`src/rtl/jpeg_block_scheduler_if.sv`:
```
// jpeg_block_scheduler_if: upstream, encoder-control and downstream signals of the block scheduler
interface jpeg_block_scheduler_if #(parameter int CNT_W = 16);
    logic             blk_req;
    logic             blk_ack;
    logic [1:0]       comp_sel;
    logic [5:0]       smp_idx;
    logic             enc_input_enable;
    logic             enc_output_enable;
    logic             out_valid;
    logic             out_ready;
    logic             out_last;
    logic             busy;
    logic [CNT_W-1:0] blk_count;
    modport master (
        input  blk_req, out_ready,
        output blk_ack, comp_sel, smp_idx, enc_input_enable, enc_output_enable,
               out_valid, out_last, busy, blk_count
    );
    modport slave (
        output blk_req, out_ready,
        input  blk_ack, comp_sel, smp_idx, enc_input_enable, enc_output_enable,
               out_valid, out_last, busy, blk_count
    );
endinterface

```
`src/rtl/jpeg_block_scheduler.sv`:
```
// jpeg_block_scheduler: time-shares one JPEG encoder core across the Y/Cb/Cr blocks of a triplet (JPEG_SCHED_CHROMA_EN enables Cb/Cr, otherwise grayscale Y only)
module jpeg_block_scheduler #(
    parameter int PROC_LAT = 4,
    parameter int CNT_W    = 16
) (
    input  logic                  clock,
    input  logic                  reset_n,
    jpeg_block_scheduler_if.master bus
);
    localparam logic [1:0] IDLE  = 2'd0;
    localparam logic [1:0] LOAD  = 2'd1;
    localparam logic [1:0] WAIT  = 2'd2;
    localparam logic [1:0] DRAIN = 2'd3;
`ifdef JPEG_SCHED_CHROMA_EN
    localparam logic [1:0] LAST_COMP = 2'd2;
`else
    localparam logic [1:0] LAST_COMP = 2'd0;
`endif
    localparam logic [7:0] WAIT_LAST = 8'(PROC_LAT - 1);

    logic [1:0]       state_q, state_d;
    logic [1:0]       comp_q, comp_d;
    logic [7:0]       cnt_q, cnt_d;
    logic [CNT_W-1:0] count_q, count_d;
    logic             xfer;
    logic             last_comp;

    assign xfer      = (state_q == DRAIN) && bus.out_ready;
    assign last_comp = (comp_q == LAST_COMP);

    // Next state: cnt_q doubles as sample index in LOAD and latency timer in WAIT
    always_comb begin
        state_d = state_q;
        comp_d  = comp_q;
        cnt_d   = cnt_q;
        count_d = count_q;
        case (state_q)
            IDLE: if (bus.blk_req) begin
                state_d = LOAD;
                comp_d  = 2'd0;
                cnt_d   = 8'd0;
            end
            LOAD: begin
                state_d = (cnt_q == 8'd63) ? WAIT : LOAD;
                cnt_d   = (cnt_q == 8'd63) ? 8'd0 : cnt_q + 8'd1;
            end
            WAIT: begin
                state_d = (cnt_q == WAIT_LAST) ? DRAIN : WAIT;
                cnt_d   = (cnt_q == WAIT_LAST) ? 8'd0 : cnt_q + 8'd1;
            end
            default: if (xfer) begin
                state_d = last_comp ? IDLE : LOAD;
                comp_d  = last_comp ? 2'd0 : comp_q + 2'd1;
                count_d = last_comp ? count_q + CNT_W'(1) : count_q;
            end
        endcase
    end

    // State registers; reset abandons any triplet in flight
    always_ff @(posedge clock or negedge reset_n) begin
        if (!reset_n) begin
            state_q <= IDLE;
            comp_q  <= 2'd0;
            cnt_q   <= 8'd0;
            count_q <= '0;
        end else begin
            state_q <= state_d;
            comp_q  <= comp_d;
            cnt_q   <= cnt_d;
            count_q <= count_d;
        end
    end

    // blk_ack marks the first sample of the Y block, i.e. once per triplet
    assign bus.blk_ack           = (state_q == LOAD) && (comp_q == 2'd0) && (cnt_q == 8'd0);
    assign bus.comp_sel          = comp_q;
    assign bus.smp_idx           = (state_q == LOAD) ? cnt_q[5:0] : 6'd0;
    assign bus.enc_input_enable  = (state_q == LOAD);
    assign bus.enc_output_enable = xfer;
    assign bus.out_valid         = (state_q == DRAIN);
    assign bus.out_last          = (state_q == DRAIN) && last_comp;
    assign bus.busy              = (state_q != IDLE);
    assign bus.blk_count         = count_q;
endmodule

```
`src/flat_wrapper.sv`:
```
// flat-port wrapper written by rule: the top's interface ports become plain ports
module jpeg_block_scheduler_flat 
#(
    parameter int PROC_LAT = 4,
    parameter int CNT_W    = 16
)
  (clock, reset_n, bus_blk_req, bus_out_ready, bus_blk_ack, bus_comp_sel, bus_smp_idx, bus_enc_input_enable, bus_enc_output_enable, bus_out_valid, bus_out_last, bus_busy, bus_blk_count);
  jpeg_block_scheduler_if #(.CNT_W(CNT_W)) bus_i ();
  input  logic clock;
  input  logic reset_n;
  input wire logic [$bits(bus_i.blk_req)-1:0] bus_blk_req;
  input wire logic [$bits(bus_i.out_ready)-1:0] bus_out_ready;
  output wire logic [$bits(bus_i.blk_ack)-1:0] bus_blk_ack;
  output wire logic [$bits(bus_i.comp_sel)-1:0] bus_comp_sel;
  output wire logic [$bits(bus_i.smp_idx)-1:0] bus_smp_idx;
  output wire logic [$bits(bus_i.enc_input_enable)-1:0] bus_enc_input_enable;
  output wire logic [$bits(bus_i.enc_output_enable)-1:0] bus_enc_output_enable;
  output wire logic [$bits(bus_i.out_valid)-1:0] bus_out_valid;
  output wire logic [$bits(bus_i.out_last)-1:0] bus_out_last;
  output wire logic [$bits(bus_i.busy)-1:0] bus_busy;
  output wire logic [$bits(bus_i.blk_count)-1:0] bus_blk_count;
  assign bus_i.blk_req = bus_blk_req;
  assign bus_i.out_ready = bus_out_ready;
  assign bus_blk_ack = bus_i.blk_ack;
  assign bus_comp_sel = bus_i.comp_sel;
  assign bus_smp_idx = bus_i.smp_idx;
  assign bus_enc_input_enable = bus_i.enc_input_enable;
  assign bus_enc_output_enable = bus_i.enc_output_enable;
  assign bus_out_valid = bus_i.out_valid;
  assign bus_out_last = bus_i.out_last;
  assign bus_busy = bus_i.busy;
  assign bus_blk_count = bus_i.blk_count;
  jpeg_block_scheduler #(.PROC_LAT(PROC_LAT), .CNT_W(CNT_W)) u_core (.clock(clock), .reset_n(reset_n), .bus(bus_i));
endmodule
```
`config.mk`:
```
export PLATFORM = sky130hd
export DESIGN_NAME = jpeg_block_scheduler_flat
export DESIGN_NICKNAME = d
export VERILOG_FILES = /design/src/rtl/jpeg_block_scheduler_if.sv /design/src/rtl/jpeg_block_scheduler.sv /design/src/flat_wrapper.sv
export SDC_FILE = /design/constraint.sdc
export NUM_CORES = 1
export LEC_CHECK = 0
export ABC_AREA = 1
export CORE_MARGIN = 1
export CORE_UTILIZATION = 45
export DETAILED_ROUTE_END_ITERATION = 16
export GPL_TIMING_DRIVEN = 0
export HOLD_SLACK_MARGIN = 0.06
export PLACE_DENSITY = 0.71
export SLEW_MARGIN = 20
export SYNTH_ARGS = -nofsm -noshare
export SYNTH_HDL_FRONTEND = slang
export SYNTH_SLANG_ARGS = --single-unit
```
`constraint.sdc`:
```
create_clock -name clock -period 1.9 [get_ports clock]
set_input_delay 0.19 -clock clock [delete_from_list [all_inputs] [get_ports clock]]
set_output_delay 0.19 -clock clock [all_outputs]
set_load 0.01 [all_outputs]
```
# Word level (Yosys, flattened, before mapping)
# Index checks and enable logic that the tools add are counted.
# totals
register_bits,28
inputBits,4
output_inout_bits,30
word_cells,47
# classes
add_sub_neg,3
eq_ne,6
n_mux,15
n_bitwise,2
n_reduce_logical,17
# op_table
cell,count
8-bit two-way mux,3
8-bit one-hot mux with 3 select lines,1
16-bit by 1-bit adder with 16-bit output (second input constant),1
2-bit two-way mux,6
8-bit by 1-bit adder with 8-bit output (second input constant),1
8-bit by 2-bit == test with 1-bit output (second input constant),1
8-bit by 6-bit == test with 1-bit output (second input constant),1
8-bit zero test,1
6-bit two-way mux,1
2-bit one-hot mux with 3 select lines,1
3-bit AND reduction,2
2-bit == test (second input constant),2
1-bit logical AND,4
2-bit zero test,2
2-bit one-hot mux with 2 select lines,1
2-bit AND reduction,2
2-bit nonzero test,2
4-bit nonzero test,1
3-bit nonzero test,1
3-bit OR reduction,1
2-bit by 1-bit adder with 2-bit output (second input constant),1
2-bit by 1-bit == test with 1-bit output (second input constant),1
1-bit two-way mux,2
2-bit != test (second input constant),1
2 further kinds,3

# Longest topological paths before layout
# Gate-level depths: netlist of the first run.
# logic_depth
word_depth,4
mapped_depth,9
depth_no_buf,9

# Worst setup path after synthesis of the first run
# No wires, ideal clock.
# synth_timing
path_kind,reg-to-reg
startpoint,reg u_core.comp_q[0] (netlist: u_core.bus.comp_sel[0])
endpoint,reg u_core.count_q[7] (netlist: u_core.bus.blk_count[7])
setup_ns,0.127
t_arrival_ns,1.364
required_time_ns,1.773
path_slack_ns,0.409
path_stages_with_launch,9
path_buffers,0
synth_period_minus_slack_ns,1.491
path_cell_list,dfrtp_1 -> inv_1 -> ha_1 -> nand3_4 -> inv_6 -> nand3_4 -> nor2_4 -> nand2_2 -> xnor2_2
# synth_via
elab_chain_len,2
# synth_rtl
element,line_no,rtl
start: declaration,jpeg_block_scheduler.sv:22,"logic [1:0] comp_q, comp_d;"
start signal: assignment,jpeg_block_scheduler.sv:68,comp_q <= comp_d;
2-bit zero test,jpeg_block_scheduler.sv:29,assign last_comp = (comp_q == LAST_COMP);
3-bit AND reduction (no source line),-,
end signal: assignment,jpeg_block_scheduler.sv:70,count_q <= count_d;
end: declaration,jpeg_block_scheduler.sv:24,"logic [CNT_W-1:0] count_q, count_d;"
# No other way between the ends.
# A chain may end at the register's enable or synchronous reset.

# Final worst setup path of the first run
# layout_timing
startpoint,reg u_core.state_q[1]
endpoint,out bus_enc_output_enable
# layout_via
elab_chain_len,2
# layout_rtl
element,line_no,rtl
start: declaration,jpeg_block_scheduler.sv:21,"logic [1:0] state_q, state_d;"
start signal: assignment,jpeg_block_scheduler.sv:67,state_q <= state_d;
2-bit == test,jpeg_block_scheduler.sv:28,assign xfer = (state_q == DRAIN) && bus.out_ready;
1-bit logical AND,jpeg_block_scheduler.sv:28,
end: declaration,flat_wrapper.sv:17,output wire logic [$bits(bus_i.enc_output_enable)-1:0] bus_enc_output_enable;
# No other way between the ends.

==> reports/metrics.json, run 1 <==
{
  "top_level_ports": {"value": 34},
  "result_of_the_run": {"value": "finished clean"},
  "first_iter_violations": {"value": 49},
  "max_stage_delay": {"value": 520, "unit": "ps"},
  "worst-slew-pin-transition": {"value": 635, "unit": "ps"},
  "r2r-start": {"value": "u_core.state_q[0]"},
  "n_antenna_cell": {"value": 0},
  "clk-insertion-delay-late": {"value": 280, "unit": "ps"},
  "synth_fp_nets": {"value": 257},
  "worstHoldPathType": {"value": "input pin to asynchronous set/reset pin"},
  "cts_buffers": {"value": 3},
  "number_of_antenna_violations_at_the_first_check_in_global_routing": {"value": 0},
  "kind_of_capture_point_of_the_worst_setup_path": {"value": "primary output"},
  "global_route_wire_length_before_repair": {"value": 6420, "unit": "um"},
  "routabilityCongestion": {"value": 0.804},
  "cts.path.max_buffers": {"value": 2},
  "fin_crit_sh": {"value": 96.3, "unit": "%"},
  "coreArea": {"value": 3740, "unit": "um^2"},
  "post_synth_inst_count": {"value": 243},
  "most_common_cell_after_layout_fill_and_taps_aside": {"value": "sky130_fd_sc_hd__nand2_1"},
  "gr_overflow_total": {"value": 0},
  "timing.critical_path.from": {"value": "u_core.state_q[1]"},
  "drive_above_1_share": {"value": 8.87, "unit": "%"},
  "area_growth": {"value": 28.0, "unit": "%"},
  "global_route_usage_over_all_layers": {"value": 19.5, "unit": "%"},
  "power_density": {"value": 728, "unit": "nW/um^2"},
  "synth_largest_type_area_fraction": {"value": 38.8, "unit": "%"},
  "critical-path-top-delay-family": {"value": "buffers and inverters"},
  "layout_common_cells": {"value": "sky130_fd_sc_hd__nand2_1, sky130_fd_sc_hd__inv_1, sky130_fd_sc_hd__dfrtp_1"},
  "drt-pass1-iter-count": {"value": 4},
  "fin_nets": {"value": 297},
  "port_buffers": {"value": 33},
  "final_antenna_net_count": {"value": 0},
  "root_buf_cell": {"value": "sky130_fd_sc_hd__clkbuf_8"},
  "floorplan.die_area": {"value": 4280, "unit": "um^2"},
  "crit_path_start_kind": {"value": "flop"},
  "minimum_hold_slack": {"value": 465, "unit": "ps"},
  "worstPathCellList": {"value": "ha_4 -> nand2_1 -> inv_1 -> clkdlybuf4s50_1"},
  "critical_path_required": {"value": 1710, "unit": "ps"},
  "htree_levels": {"value": 1},
  "crit_path_buffers_inverters": {"value": 2},
  "critical-path-slowest-cell": {"value": "sky130_fd_sc_hd__clkdlybuf4s50_1"},
  "grt_max_degree": {"value": 29},
  "number_of_global_route_vias_before_repair": {"value": 1415},
  "num-fill-cells": {"value": 362},
  "wl_per_cell": {"value": 11.3, "unit": "um"},
  "max_cap_viol": {"value": 0},
  "preCtsSetupSlack": {"value": 59.3, "unit": "ps"},
  "power.leakage": {"value": 1.20, "unit": "nW"},
  "ys.warnings.count": {"value": 0},
  "totalNegativeSetupSlack": {"value": 0, "unit": "ps"},
  "post_dp_hpwl": {"value": 2800, "unit": "um"},
  "arrival": {"value": 1640, "unit": "ps"},
  "path_max_fanout": {"value": 5},
  "post-synth-top-area-cell": {"value": "sky130_fd_sc_hd__dfrtp_1"},
  "syn-mean-instance-area": {"value": 7.44, "unit": "um^2"},
  "die_h": {"value": 65.4, "unit": "um"},
  "tritoncts": {"value": "done"},
  "initial_core_util": {"value": 48.3, "unit": "%"},
  "clock-skew-final": {"value": 16.6, "unit": "ps"},
  "hold_viol_final": {"value": 0},
  "crit_type": {"value": "flop to primary output"},
  "setup_violations": {"value": 0},
  "irDropWorstVdd": {"value": 0.586, "unit": "mV"},
  "cts_sinks": {"value": 28},
  "syn-cell-area": {"value": 1810, "unit": "um^2"},
  "fin_ws": {"value": 71.1, "unit": "ps"},
  "dr_total_vias": {"value": 1575},
  "cts.reportedPaths.clkPinSlew": {"value": 100, "unit": "ps"},
  "netlist-cell-type-count": {"value": 24},
  "die_wd": {"value": 65.4, "unit": "um"},
  "routed_wirelength": {"value": 3740, "unit": "um"},
  "viasPerCell": {"value": 4.77},
  "final_period_minus_worst_setup_slack": {"value": 1830, "unit": "ps"},
  "ys_seq_elements": {"value": 28},
  "slew_headroom": {"value": 57.7, "unit": "%"},
  "total_count_of_max_transition_violations_in_the_final_report": {"value": 0},
  "timing.fmax": {"value": 547, "unit": "MHz"},
  "drcViolationCount": {"value": 0},
  "synth_area_leaders": {"value": "sky130_fd_sc_hd__dfrtp_1, sky130_fd_sc_hd__nand2_1, sky130_fd_sc_hd__inv_1"},
  "core.rowCount": {"value": 22},
  "synth.yosys.seq_area_share": {"value": 38.8, "unit": "%"}
}
## layer usage
layer / GRT usage [%] / wire (um) / vias to the layer above
met5: 0 / 0 / -
met4: 5.43 / 34 / 0
met3: 3.65 / 118 / 4
met2: 31.2 / 1730 / 22
met1: 26.7 / 1870 / 721
li1: - / - / 828
## final timing paths
check                                                to  slack [ps]  depth (start not counted)
worst max-delay path              bus_enc_output_enable          70                          4
worst min-delay path             u_core.bus.comp_sel[1]         460                          2
worst max register to register          u_core.cnt_q[6]         210                          8
worst min register to register  u_core.bus.blk_count[3]         520                          1
max in group asynchronous             u_core.state_q[0]         990                          2
min in group clock              u_core.bus.blk_count[3]         520                          1
## final cells by class
class / instances / area (um^2) / area share [%]
tap: 48 / 60.1 / 2.59
inverter: 40 / 155 / 6.70
sequential: 28 / 702 / 30.3
clock inverter: 1 / 30.0 / 1.30
timing repair buffer: 35 / 340 / 14.7
multi-input combinational: 172 / 958 / 41.4
buffer: 3 / 27.5 / 1.19
clock buffer: 3 / 41.3 / 1.78
## cell usage after synthesis
| library cell | instances |
|---|---|
| sky130_fd_sc_hd__inv_1 | 38 |
| sky130_fd_sc_hd__o21ai_0 | 6 |
| sky130_fd_sc_hd__nor2_4 | 1 |
| sky130_fd_sc_hd__nor2_1 | 25 |
| sky130_fd_sc_hd__a21oi_1 | 7 |
| sky130_fd_sc_hd__buf_2 | 2 |
| sky130_fd_sc_hd__xnor2_2 | 1 |
| sky130_fd_sc_hd__nand2_1 | 73 |
| sky130_fd_sc_hd__ha_1 | 10 |
| sky130_fd_sc_hd__nand2_2 | 2 |
| sky130_fd_sc_hd__xor2_1 | 8 |
| sky130_fd_sc_hd__nand3_1 | 15 |
| sky130_fd_sc_hd__inv_6 | 1 |
| sky130_fd_sc_hd__nor2_2 | 2 |
| sky130_fd_sc_hd__o21ai_1 | 4 |
| sky130_fd_sc_hd__and2_1 | 1 |
| sky130_fd_sc_hd__nand4_1 | 7 |
| sky130_fd_sc_hd__dfrtp_1 | 28 |
| sky130_fd_sc_hd__buf_6 | 1 |
| sky130_fd_sc_hd__nand3_4 | 2 |
| sky130_fd_sc_hd__nand3_2 | 1 |
| sky130_fd_sc_hd__inv_2 | 1 |
| sky130_fd_sc_hd__o21bai_1 | 1 |
| sky130_fd_sc_hd__xnor2_1 | 6 |
## what timing repair did
action                     4_1_cts  5_1_grt
gates cloned                     0        0
setup buffers                    1        0
hold endpoints to repair        28        0
setup endpoints to repair       10        5
gates resized for setup         10        7
hold buffers                     1        0
## flip-flops by register name (all words and copies together), names as in the netlist
name and flops:
u_core.state_q 2, u_core.bus.blk_count 16, u_core.cnt_q 8, u_core.bus.comp_sel 2
## cell families after synthesis
family,Yosys count,synth area share [%]
xor+xnor,15,7.68
buf+inv,43,9.76
simple gates,129,31.8
fa+ha+maj,10,6.92
compound gates,18,5.12
flops,28,38.8
## where the power goes
group	internal, mW	leakage, nW	total (mW)	switching [mW]
Combinational	0.212	0.788	0.543	0.331
Clock	0.282	0.0357	0.465	0.183
Sequential	0.631	0.380	0.677	0.0457
Total	1.13	1.20	1.69	0.560
## metrics by stage
stage | util (%) | power, mW | area [um^2] | cells
2_1_floorplan | - | 1.03 | 1810 | 243
3_3_place_gp | 58.7 | 1.23 | 2200 | 324
3_5_place_dp | 58.6 | 1.24 | 2190 | 324
4_1_cts | 61.1 | 1.70 | 2290 | 330
5_1_grt | 61.8 | 1.81 | 2310 | 330
6_report | 61.8 | 1.69 | 2310 | 330
No activity file was read; power rests on OpenSTA's default activity.
==> run 2: changes to the inputs <==
- CAP_MARGIN: default -> 20
==> results of run 2 <==
The final DEF is identical to that of run 1; final timing and power are the same.
